==> src/rtl/cache_controller.sv <==
// cache_controller: sequences CPU word requests against a direct-mapped cache and a line-wide memory port.
// Handles lookup, victim write-back, line fetch, refill and a single retry; owns cache initialisation.
module cache_controller #(
   parameter int ADDRESS_SIZE           = 32,
   parameter int BLOCK_SIZE             = 32,
   parameter int NUM_OF_BLOCKS_PER_LINE = 4,
   parameter int CACHE_LATENCY          = 2,
   parameter int INIT_CYCLES            = 3,
   localparam int LINE_W = NUM_OF_BLOCKS_PER_LINE * BLOCK_SIZE,
   localparam int OFS    = $clog2(NUM_OF_BLOCKS_PER_LINE)
) (
   input  logic                    clk_i,
   input  logic                    rst_i,
   input  logic                    req_valid_i,
   input  logic                    req_write_i,
   input  logic [ADDRESS_SIZE-1:0] req_addr_i,
   input  logic [BLOCK_SIZE-1:0]   req_wdata_i,
   output logic                    req_ready_o,
   output logic                    resp_valid_o,
   output logic [BLOCK_SIZE-1:0]   resp_rdata_o,
   output logic                    resp_err_o,
   output logic                    cache_rst_n_o,
   output logic                    cache_read_o,
   output logic                    cache_write_o,
   output logic                    cache_read_line_o,
   output logic                    cache_write_line_o,
   output logic [ADDRESS_SIZE-1:0] cache_address_o,
   output logic [BLOCK_SIZE-1:0]   cache_data_o,
   output logic [LINE_W-1:0]       cache_line_o,
   input  logic                    cache_hit_i,
   input  logic                    cache_read_flush_i,
   input  logic                    cache_read_fetch_i,
   input  logic                    cache_write_flush_i,
   input  logic                    cache_write_fetch_i,
   input  logic [BLOCK_SIZE-1:0]   cache_data_i,
   input  logic [LINE_W-1:0]       cache_line_i,
   input  logic [ADDRESS_SIZE-1:0] cache_victim_addr_i,
   output logic                    mem_req_o,
   output logic                    mem_we_o,
   output logic [ADDRESS_SIZE-1:0] mem_addr_o,
   output logic [LINE_W-1:0]       mem_wline_o,
   input  logic                    mem_ack_i,
   input  logic [LINE_W-1:0]       mem_rline_i
);
   localparam int CW = $clog2(INIT_CYCLES + CACHE_LATENCY + 2);
   typedef enum logic [3:0] {
      S_INIT, S_IDLE, S_LOOKUP, S_WAIT, S_RD_LINE, S_LWAIT, S_WB, S_FETCH, S_WR_LINE, S_RETRY, S_RESP
   } state_t;
   state_t                  state_q, state_d;
   logic [CW-1:0]           cnt_q, cnt_d;
   logic [ADDRESS_SIZE-1:0] addr_q, addr_d, vaddr_q, vaddr_d;
   logic [BLOCK_SIZE-1:0]   wdata_q, wdata_d, rdata_q, rdata_d;
   logic [LINE_W-1:0]       vline_q, vline_d, fline_q, fline_d;
   logic                    wr_q, wr_d, retried_q, retried_d, err, done;
   assign done         = cnt_q == CW'(CACHE_LATENCY);
   assign resp_rdata_o = rdata_q;
   always_comb begin
      state_d   = state_q;
      addr_d    = addr_q;
      wr_d      = wr_q;
      wdata_d   = wdata_q;
      vaddr_d   = vaddr_q;
      vline_d   = vline_q;
      fline_d   = fline_q;
      retried_d = retried_q;
      rdata_d   = rdata_q;
      err       = 1'b0;
      case (state_q)
         S_INIT:    if (cnt_q == CW'(INIT_CYCLES)) state_d = S_IDLE;
         S_IDLE:    if (req_valid_i) begin
            addr_d    = req_addr_i;
            wr_d      = req_write_i;
            wdata_d   = req_wdata_i;
            retried_d = 1'b0;
            state_d   = S_LOOKUP;
         end
         S_LOOKUP:  state_d = S_WAIT;
         S_WAIT:    if (done) begin
            if (cache_hit_i) begin
               state_d = S_RESP;
               rdata_d = wr_q ? rdata_q : cache_data_i;
            end else if (retried_q) begin
               state_d = S_IDLE;
               err     = 1'b1;
            end else begin
               // Fetch flags and the no-flag case share the plain refill path.
               state_d = (cache_read_flush_i | cache_write_flush_i) ? S_RD_LINE : S_FETCH;
            end
         end
         S_RD_LINE: state_d = S_LWAIT;
         S_LWAIT:   if (done) begin
            vline_d = cache_line_i;
            vaddr_d = cache_victim_addr_i;
            state_d = S_WB;
         end
         S_WB:      if (mem_ack_i) state_d = S_FETCH;
         S_FETCH:   if (mem_ack_i) begin
            fline_d = mem_rline_i;
            state_d = S_WR_LINE;
         end
         S_WR_LINE: state_d = S_RETRY;
         S_RETRY: begin
            retried_d = 1'b1;
            state_d   = S_LOOKUP;
         end
         S_RESP:    state_d = S_IDLE;
         default:   state_d = S_INIT;
      endcase
      cnt_d = (state_d == state_q) ? cnt_q + CW'(1) : '0;
   end
   // Every output is a flop loaded from the next-state decode, so it is glitch-free.
   always_ff @(posedge clk_i) begin
      if (rst_i) begin
         state_q            <= S_INIT;
         cnt_q              <= '0;
         addr_q             <= '0;
         wr_q               <= 1'b0;
         wdata_q            <= '0;
         vaddr_q            <= '0;
         vline_q            <= '0;
         fline_q            <= '0;
         retried_q          <= 1'b0;
         rdata_q            <= '0;
         req_ready_o        <= 1'b0;
         resp_valid_o       <= 1'b0;
         resp_err_o         <= 1'b0;
         cache_rst_n_o      <= 1'b0;
         cache_read_o       <= 1'b0;
         cache_write_o      <= 1'b0;
         cache_read_line_o  <= 1'b0;
         cache_write_line_o <= 1'b0;
         cache_address_o    <= '0;
         cache_data_o       <= '0;
         cache_line_o       <= '0;
         mem_req_o          <= 1'b0;
         mem_we_o           <= 1'b0;
         mem_addr_o         <= '0;
         mem_wline_o        <= '0;
      end else begin
         state_q            <= state_d;
         cnt_q              <= cnt_d;
         addr_q             <= addr_d;
         wr_q               <= wr_d;
         wdata_q            <= wdata_d;
         vaddr_q            <= vaddr_d;
         vline_q            <= vline_d;
         fline_q            <= fline_d;
         retried_q          <= retried_d;
         rdata_q            <= rdata_d;
         req_ready_o        <= state_d == S_IDLE;
         resp_valid_o       <= state_d == S_RESP;
         resp_err_o         <= err;
         cache_rst_n_o      <= state_d != S_INIT;
         cache_read_o       <= state_d == S_LOOKUP && !wr_d;
         cache_write_o      <= state_d == S_LOOKUP && wr_d;
         cache_read_line_o  <= state_d == S_RD_LINE;
         cache_write_line_o <= state_d == S_WR_LINE;
         cache_address_o    <= (state_d == S_LOOKUP || state_d == S_RD_LINE || state_d == S_WR_LINE) ? addr_d : '0;
         cache_data_o       <= (state_d == S_LOOKUP && wr_d) ? wdata_d : '0;
         cache_line_o       <= state_d == S_WR_LINE ? fline_d : '0;
         mem_req_o          <= state_d == S_WB || state_d == S_FETCH;
         mem_we_o           <= state_d == S_WB;
         mem_addr_o         <= state_d == S_WB ? vaddr_d :
                               state_d == S_FETCH ? {addr_d[ADDRESS_SIZE-1:OFS], {OFS{1'b0}}} : '0;
         mem_wline_o        <= state_d == S_WB ? vline_d : '0;
      end
   end
endmodule

==> config.mk <==
export PLATFORM = sky130hd
export DESIGN_NAME = cache_controller
export DESIGN_NICKNAME = d
export VERILOG_FILES = /design/src/rtl/cache_controller.sv
export SDC_FILE = /design/constraint.sdc
export NUM_CORES = 1
export LEC_CHECK = 0
export ABC_AREA = 0
export BUFFER_PORTS_ARGS = -buffer_cell sky130_fd_sc_hd__buf_4
export CAP_MARGIN = 20
export CORE_AREA = 4 4 303 305
export CTS_BUF_LIST = sky130_fd_sc_hd__clkbuf_8
export DETAILED_ROUTE_END_ITERATION = 10
export DIE_AREA = 0 0 307 309
export MAX_ROUTING_LAYER = met4
export SYNTH_ARGS = -nofsm -noshare
export SYNTH_HDL_FRONTEND = slang
export SYNTH_SLANG_ARGS = --single-unit
==> constraint.sdc <==
create_clock -name clk_i -period 2.3 [get_ports clk_i]
set_input_delay 0.46 -clock clk_i [delete_from_list [all_inputs] [get_ports clk_i]]
set_output_delay 0.46 -clock clk_i [all_outputs]
set_load 0.01 [all_outputs]
**After elaboration in Yosys (flattened, before gate mapping)**

Cells that the tools add are included.

- Bits in registers: 755
- Memories kept: 0
- Input bits: 394
- Bits in writable memories: 0
- Bits in latches: 0
- ROM bits: 0
- Output and inout port bits: 394

- Multiplexer cells: 27
- Equality and inequality tests: 21
- Reductions and logical operators: 17
- Div/mod/pow operators: 0
- Magnitude comparators: 0
- Bitwise logic cells: 9
- Shifts and indexed selects: 0
- Add/sub/neg operators: 1
- Multipliers: 0

Operator list:

| operator | count |
|---|---|
| two-way mux 128 bit | 4 |
| two-way mux 32 bit | 8 |
| case mux 4 bit (11 select lines) | 1 |
| == test 4 x 3 -> 1 bit, second input constant | 7 |
| two-way mux 4 bit | 7 |
| == test 4 bit, second input constant | 5 |
| == test 4 x 2 -> 1 bit, second input constant | 3 |
| OR reduction 2 bit | 5 |
| == test 4 x 1 -> 1 bit, second input constant | 2 |
| NOT 1 bit | 8 |
| == test 3 x 2 -> 1 bit, second input constant | 2 |
| == test 4 bit | 1 |
| zero test 4 bit | 1 |
| two-way mux 1 bit | 4 |
| AND reduction 4 bit | 1 |
| nonzero test 4 bit | 1 |
| OR reduction 4 bit | 1 |
| adder 3 x 1 -> 3 bit, second input constant | 1 |
| logical OR 1 bit | 3 |
| two-way mux 3 bit | 1 |
| logical AND 1 bit | 2 |
| two-way mux 2 bit | 1 |
| inequality test 2 bit, second input constant | 1 |
| case mux 1 bit (2 select lines) | 1 |
| other kinds (4) | 4 |

**Longest topological paths before layout**

Gate-level depths: netlist of the first run.

- Depth in word-level cells: 11
- Depth in mapped cells: 11
- Gate-level depth less buffers: 8

**Least setup slack after synthesis of the first run**

No wires, ideal clock.

- Path kind: reg2reg
- Start point: reg cnt_q[0]
- End point: reg mem_wline_o[117]
- Setup slack: -0.049 ns
- Stages on the path, launching flop included: 12
- Clock period less this slack: 2.349 ns
- Arrival: 2.208 ns
- Cells stage by stage: dfxtp_1 > inv_1 > ha_1 > nor2b_1 > buf_2 > a2111oi_0 > a41o_1 > or3_1 > clkbuf_1 > buf_6 > buf_6 > nor3_2

- Cells in the longest elaborated chain, start to end: 6
- Elaborated cells on any way between the ends: 11
- Classes of those cells: eq/ne (3); mux (6); bitwise (1); reduce/logical (1)

Ends and longest elaborated chain:

| item | line | text |
|---|---|---|
| start: declaration | 50 | `logic [CW-1:0] cnt_q, cnt_d;` |
| start signal: assignment | 141 | `cnt_q <= cnt_d;` |
| == test 3 x 2 -> 1 bit (on tied branches) | 55, 69 |  |
| two-way mux 4 bit (on tied branches) | 91, 69, 78 |  |
| case mux 4 bit (11 select lines) | 68 | `case (state_q)` |
| == test 4 x 3 -> 1 bit | 165 | `mem_wline_o <= state_d == S_WB ? vline_d : '0;` |
| NOT 1 bit (no line) | n/a |  |
| OR reduction 2 bit (no line) | n/a |  |
| end signal: assignment | 165 |  |
| end: declaration | 41 | `output logic [LINE_W-1:0] mem_wline_o,` |

Several ways; a longest one is shown, not always the timed one.
A chain may end at the register's enable or synchronous reset.

**Worst setup path in the final report of the first run**

- Start point: reg cnt_q[0]
- End point: reg mem_wline_o[127]

The elaborated chain is that of the path after synthesis.

==> impl_metrics.ini, run 1 <==
[synth]
synthMuxAreaShare_pct = 7.97
synth-seq-cells = 627
synth_flop_cell = dfxtp_1
synth_top_family_by_area = simple AND/OR/NAND/NOR gates
syn_avg_cell_area_um2 = 10.0
synth_edf_count = 0
yosys.area_share.simple_pct = 20.1
synth.distinct_cells = 49
synthArstFlopShare_pct = 0
synth_nets = 2467
synth_area_mm2 = 0.0208
synth-xor-area-share_pct = 0
yosysWarnings = 0
ys_seq_area_share_pct = 60.5
synthAdderAreaFrac_pct = 0.181
synth_compound_area_share_pct = 7.19
synthesis.instances = 2070

[power_and_ir_drop]
ir_worst_vdd_mv = 0.638
powerDensity_mw_per_mm2 = 673
p_leak_nw = 15.7
power_mw = 23.9

[worst_setup_path]
crit_type = reg2reg
cp_cell_sequence = inv_2 > ha_4 > nor2b_4 > a32oi_1 > a31o_4 > buf_12 > or3_4 > clkbuf_16 > nor3_2
critPathLaunchType = register
cp_max_fo = 8
endpoint_kind = register
cp.arrival_ps = 3010
cp.required_ps = 2970
crit_slowest_cell = or3_4
cpPeakStageDelay_ps = 490

[floorplan]
die_area_mm2 = 0.0949
rows = 110
initial_core_util_pct = 23.2
dieHeight_um = 309
die_width_um = 307
pin_count = 788
core_area_mm2 = 0.0893

[clocking]
htree_num_levels = 3
clkTransAtPathRegs_ps = 60
clk_latency_ps = 740
cts.path.max_buffers = 3
numCtsBuffers = 105
cts.root.buffer_cell = clkbuf_8
cts_tree = built
clock-sinks = 627

[global_routing]
antenna_found_initial = 9
grt_overflow_total = 0
grt_max_degree = 102
track_usage_pct = 17.0
grt_pass1_vias = 20100
grt_pass1_wl_mm = 121

[layout]
final_common_cell = buf_4
drive_gt1_share_pct = 37.0
stdcell_count = 4545
fin_nets = 3679
multiInputGateArea_mm2 = 0.00802
area_delta_synth_final_pct = 71.2
nFillCells = 8554
layout_common_cells = buf_4 (868), dfxtp_1 (621), dlygate4sd3_1 (372), nand2_1 (196), nor2_1 (179)
register_area_mm2 = 0.0126

[placed_design]
dp_hpwl_mm = 56.3
place.gp.congestion = 0.814
placed_cells = 3959
port_buffers = 785

[hold_path]
min_path_type = in2reg

[run_status]
violations = antenna rules, setup timing
status = finished, violations left

[timing]
rsz0062_at_grt = true
slew_viol_final = 0
slew_headroom_pct = 58.2
post-route-period-util_pct = 102
fin_crit_ps = 2340
setup_viol = 5
finClkSkew_ps = 31.2
tightestPinTransition_ps = 627
finalHoldViolations = 0
fmax_ghz = 0.427
fin_ws_ps = -40.7
setup_tns_ps = -144
timing.hold.ws_ps = 80.9

[routing]
drc_errors = 0
num_vias = 19800
antenna_left = 1
dr.first_iter.drc_count = 1098
wl_per_cell_um = 18.7
vias_per_cell = 4.37
drt-total-wl_mm = 84.9
dr.pass1.iters = 8

[run]
timing.max_cap.violations = 0
## area by class of cell
cell class	instances	share of cell area, %
Clock inverter	56	1.12
Inverter	7	0.0739
Tap cell	1176	4.14
Clock buffer	126	4.88
Sequential cell	627	35.3
Antenna cell	12	0.0845
Timing Repair Buffer	1294	31.8
Multi-Input combinational cell	1247	22.6
## sequential cells by signal, summed over array words and instances (netlist names), 3 cells and up
name             count
cache_line_o       128
mem_wline_o        128
vline_q            128
addr_q              32
cache_address_o     32
cache_data_o        32
mem_addr_o          32
resp_rdata_o        32
vaddr_q             32
wdata_q             32
state_q              4
cnt_q                3
## repair_timing
item | in CTS | in global routing
resized for setup | 27 | 104
setup buffers | 5 | 3
hold buffers | 372 | 0
pin swaps | 5 | 96
setup endpoints to repair | 130 | 231
endpoints found under the hold margin | 533 | 0
gates cloned | 1 | 11
## synth_stat cells (2+ instances only)
cell type / instances / area (um^2)
clkbuf_1: 143 / 537
buf_6: 11 / 124
buf_1: 9 / 33.8
or2_2: 2 / 12.5
dfxtp_1: 627 / 12600
a21oi_1: 125 / 626
a211oi_1: 30 / 225
ha_1: 3 / 37.5
nor2_1: 182 / 683
nor2b_1: 6 / 37.5
nor3_2: 100 / 1000
buf_2: 28 / 140
o21bai_1: 2 / 15.0
mux2i_1: 164 / 1640
and4bb_2: 2 / 25.0
inv_1: 7 / 26.3
nand4_1: 4 / 25.0
or4b_1: 2 / 20.0
nand2b_1: 5 / 31.3
nand4bb_1: 3 / 33.8
nand3_1: 94 / 470
o21ai_1: 50 / 250
o21ai_0: 45 / 225
and2_1: 2 / 12.5
nand2_1: 198 / 743
a22oi_1: 2 / 15.0
nor3b_1: 2 / 15.0
nor3_1: 195 / 976
and3_1: 4 / 25.0
o31a_1: 3 / 26.3
a31oi_1: 2 / 12.5
## cells by family after synthesis
| family | after synthesis |
|---|---|
| muxes | 165 |
| adders and majority gates | 3 |
| and+or+nand+nor | 807 |
| AOI/OAI and AO/OA | 270 |
| DFF | 627 |
| buffers and inverters | 198 |
## worst max-delay path: cells and delay by family (launching register included)
| kind | cells | cell delay, ps |
|---|---|---|
| AO/OA/AOI/OAI | 2 | 490 |
| buffers and inverters | 3 | 440 |
| AND/OR/NAND/NOR | 3 | 850 |
| flip-flops | 1 | 360 |
| adder cells (fa/ha/maj) | 1 | 140 |
## layer usage
| layer | share of wire, % | track usage [%] |
|---|---|---|
| met5 | 0 | - |
| met3 | 7.7 | 5.09 |
| met4 | 3.2 | 6.32 |
| met2 | 48 | 27.5 |
| met1 | 41 | 20.0 |
## path summary, 6_finish.rpt
| kind | start | to | slack [ps] | cells past startpoint |
|---|---|---|---|---|
| min reg2reg | resp_rdata_o[17] | resp_rdata_o[17] | 450 | 2 |
| min | cache_line_i[13] | vline_q[13] | 80 | 3 |
| max | cnt_q[0] | mem_wline_o[127] | -40 | 9 |
| max reg2reg | cnt_q[0] | mem_wline_o[127] | -40 | 9 |
## through the flow
| stage | utilization, % | setup WS [ps] | area, um^2 |
|---|---|---|---|
| after floorplan | - | 69.4 | 20800 |
| after global placement | 32.0 | -66.1 | 28600 |
| after detailed placement | 32.0 | -98.5 | 28600 |
| after CTS | 38.8 | -10.5 | 34700 |
| after global routing | 39.8 | -129 | 35500 |
| final | 39.8 | -40.7 | 35500 |
## power by group
part / switching (mW) / leakage, nW / internal, mW / total, mW
Combinational: 1.38 / 9.39 / 1.39 / 2.77
Clock: 4.67 / 1.22 / 5.44 / 10.1
Sequential: 0.0686 / 5.05 / 11.0 / 11.0
Power figures use the tool's default switching activity.
==> run 2, diff against run 1 <==
Settings changed: CORE_AREA 4 4 303 305 to 4 4 305 307, DIE_AREA 0 0 307 309 to 0 0 309 311.
Clock period 2.3 ns to 2.2 ns, I/O delays scaled along.
==> run 2 against run 1 <==
  * The flow finishes with violations (setup timing)
  * Critical endpoint is now mem_wline_o[0]
  * Sequential power increased by 5%
  * Flip-flop and latch count unchanged
  * Cell area increased by 0.59%
  * Critical path depth unchanged
==> impl_metrics.ini, run 2 (same netlist as run 1, synthesis figures left out) <==
[layout]
reg_top3 = cache_line_o (128), mem_wline_o (128), vline_q (128)
area_delta_synth_final_pct = 72.2
final_cell_area_mm2 = 0.0358
final_util_pct = 39.7
layout_common_cells = buf_4 (924), dfxtp_1 (621), dlygate4sd3_1 (368), nand2_1 (195), nor2_1 (178)
final_common_cell = buf_4
fin_nets = 3724
nFillCells = 8667
drive_gt1_share_pct = 38.8

[global_routing]
grt_overflow_total = 0
grt_max_degree = 117
grt_pass1_wl_mm = 124
track_usage_pct = 17.5
grt_pass1_vias = 20300
antenna_found_initial = 11

[worst_setup_path]
cp.required_ps = 2830
path_common_cell = ha_4
endpoint = mem_wline_o[0]
cp.arrival_ps = 2890
r2r_end = mem_wline_o[0]
cp_cell_sequence = ha_4 > ha_4 > nor4_4 > a31oi_2 > a41o_4 > or3_4 > buf_12 > buf_6 > nor3_1
critPathLaunch = cnt_q[0]
critical-path-top-delay-family = simple AND/OR/NAND/NOR gates
r2r_start = cnt_q[0]
crit_slowest_cell = dfxtp_4
cp_max_fo = 10
critPathBufInv = 2
crit_cells = 9
critPathLaunchType = register
r2r_slack_ps = -60
r2r_cells = 9
cpPeakStageDelay_ps = 360
crit_type = reg2reg
endpoint_kind = register

[timing]
finalHoldViolations = 0
fmax_ghz = 0.443
timing.hold.ws_ps = 87.6
fin_crit_ps = 2260
setup_viol = 93
finClkSkew_ps = 59.7
rsz0062_at_grt = true
slew_viol_final = 0
tightestPinTransition_ps = 703
fin_ws_ps = -57.3
slew_headroom_pct = 53.1
post-route-period-util_pct = 103

[placed_design]
place_area_mm2 = 0.0289
pre_cts_slack_ps = -235
port_buffers = 785
place.gp.congestion = 0.938
dp_hpwl_mm = 59.4

[floorplan]
dieHeight_um = 311
die_width_um = 309
core_area_mm2 = 0.0900
rows = 110
initial_core_util_pct = 23.1
pin_count = 788
die_area_mm2 = 0.0961

[routing]
vias_per_cell = 4.39
dr.pass1.iters = 5
wl_per_cell_um = 19.0
antenna_left = 0
drt-total-wl_mm = 87.2
drc_errors = 0
dr.first_iter.drc_count = 1325
num_vias = 20200

[run_status]
violations = setup timing
status = finished, violations left

[power_and_ir_drop]
pwr-share-seq_pct = 45.1
powerDensity_mw_per_mm2 = 716
power_mw = 25.6
ir_worst_vdd_mv = 0.752
p_comb_share_pct = 12.0
p_int_mw = 19.1
p_sw_mw = 6.44
p_leak_nw = 15.5
swShare_pct = 25.2
pwr-share-clk_pct = 43.0

[clocking]
htree_num_levels = 3
cts.path.max_buffers = 3
clock-sinks = 627
cts.root.buffer_cell = clkbuf_8
clkTransAtPathRegs_ps = 60
numCtsBuffers = 105
cts_tree = built
clk_latency_ps = 750

[hold_path]
hold_start = req_addr_i[0]
min_path_type = in2reg

[run]
timing.max_cap.violations = 0
-- run 2: power by group through the flow --
| stage | Clock [mW] | Sequential (mW) | Combinational (mW) |
|---|---|---|---|
| after floorplan | 0 | 11.7 | 0.876 |
| after global placement | 0 | 11.8 | 2.14 |
| after detailed placement | 0 | 11.8 | 2.14 |
| after CTS | 11.3 | 11.5 | 2.84 |
| after global routing | 11.8 | 11.5 | 3.24 |
| final | 11.0 | 11.5 | 3.06 |
-- run 2: area by class of cell --
| cell class | instances | area [um^2] | area share [%] |
|---|---|---|---|
| Antenna cell | 9 | 22.5 | 0.0630 |
| Clock inverter | 50 | 369 | 1.03 |
| Inverter | 7 | 28.8 | 0.0805 |
| Multi-Input combinational cell | 1246 | 7890 | 22.1 |
| Sequential cell | 627 | 12600 | 35.2 |
| Clock buffer | 136 | 1870 | 5.24 |
| Timing Repair Buffer | 1340 | 11500 | 32.3 |
| Tap cell | 1176 | 1470 | 4.12 |
-- run 2: per-layer routing --
metal	vias to the layer above	global-route usage, %	part of all wire (%)
met5	-	-	0
met4	0	7.21	3.9
met3	218	5.59	8.5
met2	856	27.5	46
met1	9479	20.5	41
li1	9606	-	-
-- run 2: worst min path at each step --
stage,cells past startpoint,slack (ps),to
3_3_place_gp,2,440,resp_rdata_o[0]
3_5_place_dp,2,450,resp_rdata_o[3]
2_1_floorplan,2,460,vaddr_q[0]
6_report,3,90,addr_q[0]
5_1_grt,3,-3,addr_q[0]
4_1_cts,4,3,cache_line_o[31]
-- run 2: worst reg2reg max path: cells and delay by family (launching register included) --
kind                       cells  cell delay, ps
and+or+nand+nor                3             690
AOI/OAI and AO/OA              2             400
buffers and inverters          2             400
DFF                            1             360
adders and majority gates      2             320
-- run 2: per-stage QoR --
stage / TNS [ps] / cells
6_report: -2170 / 4591
3_3_place_gp: -21630 / 4008
4_1_cts: -7750 / 4570
3_5_place_dp: -27140 / 4008
2_1_floorplan: 0 / 2070
5_1_grt: -9840 / 4590
-- run 2: repair_timing --
action                                  in CTS  in global routing
hold endpoints to repair                   539                  0
buffers inserted                             5                  6
hold buffers                               368                  0
gates cloned                                 3                  6
resized for setup                           64                 61
endpoints found under the setup margin     210                248
pin swaps                                   21                 11
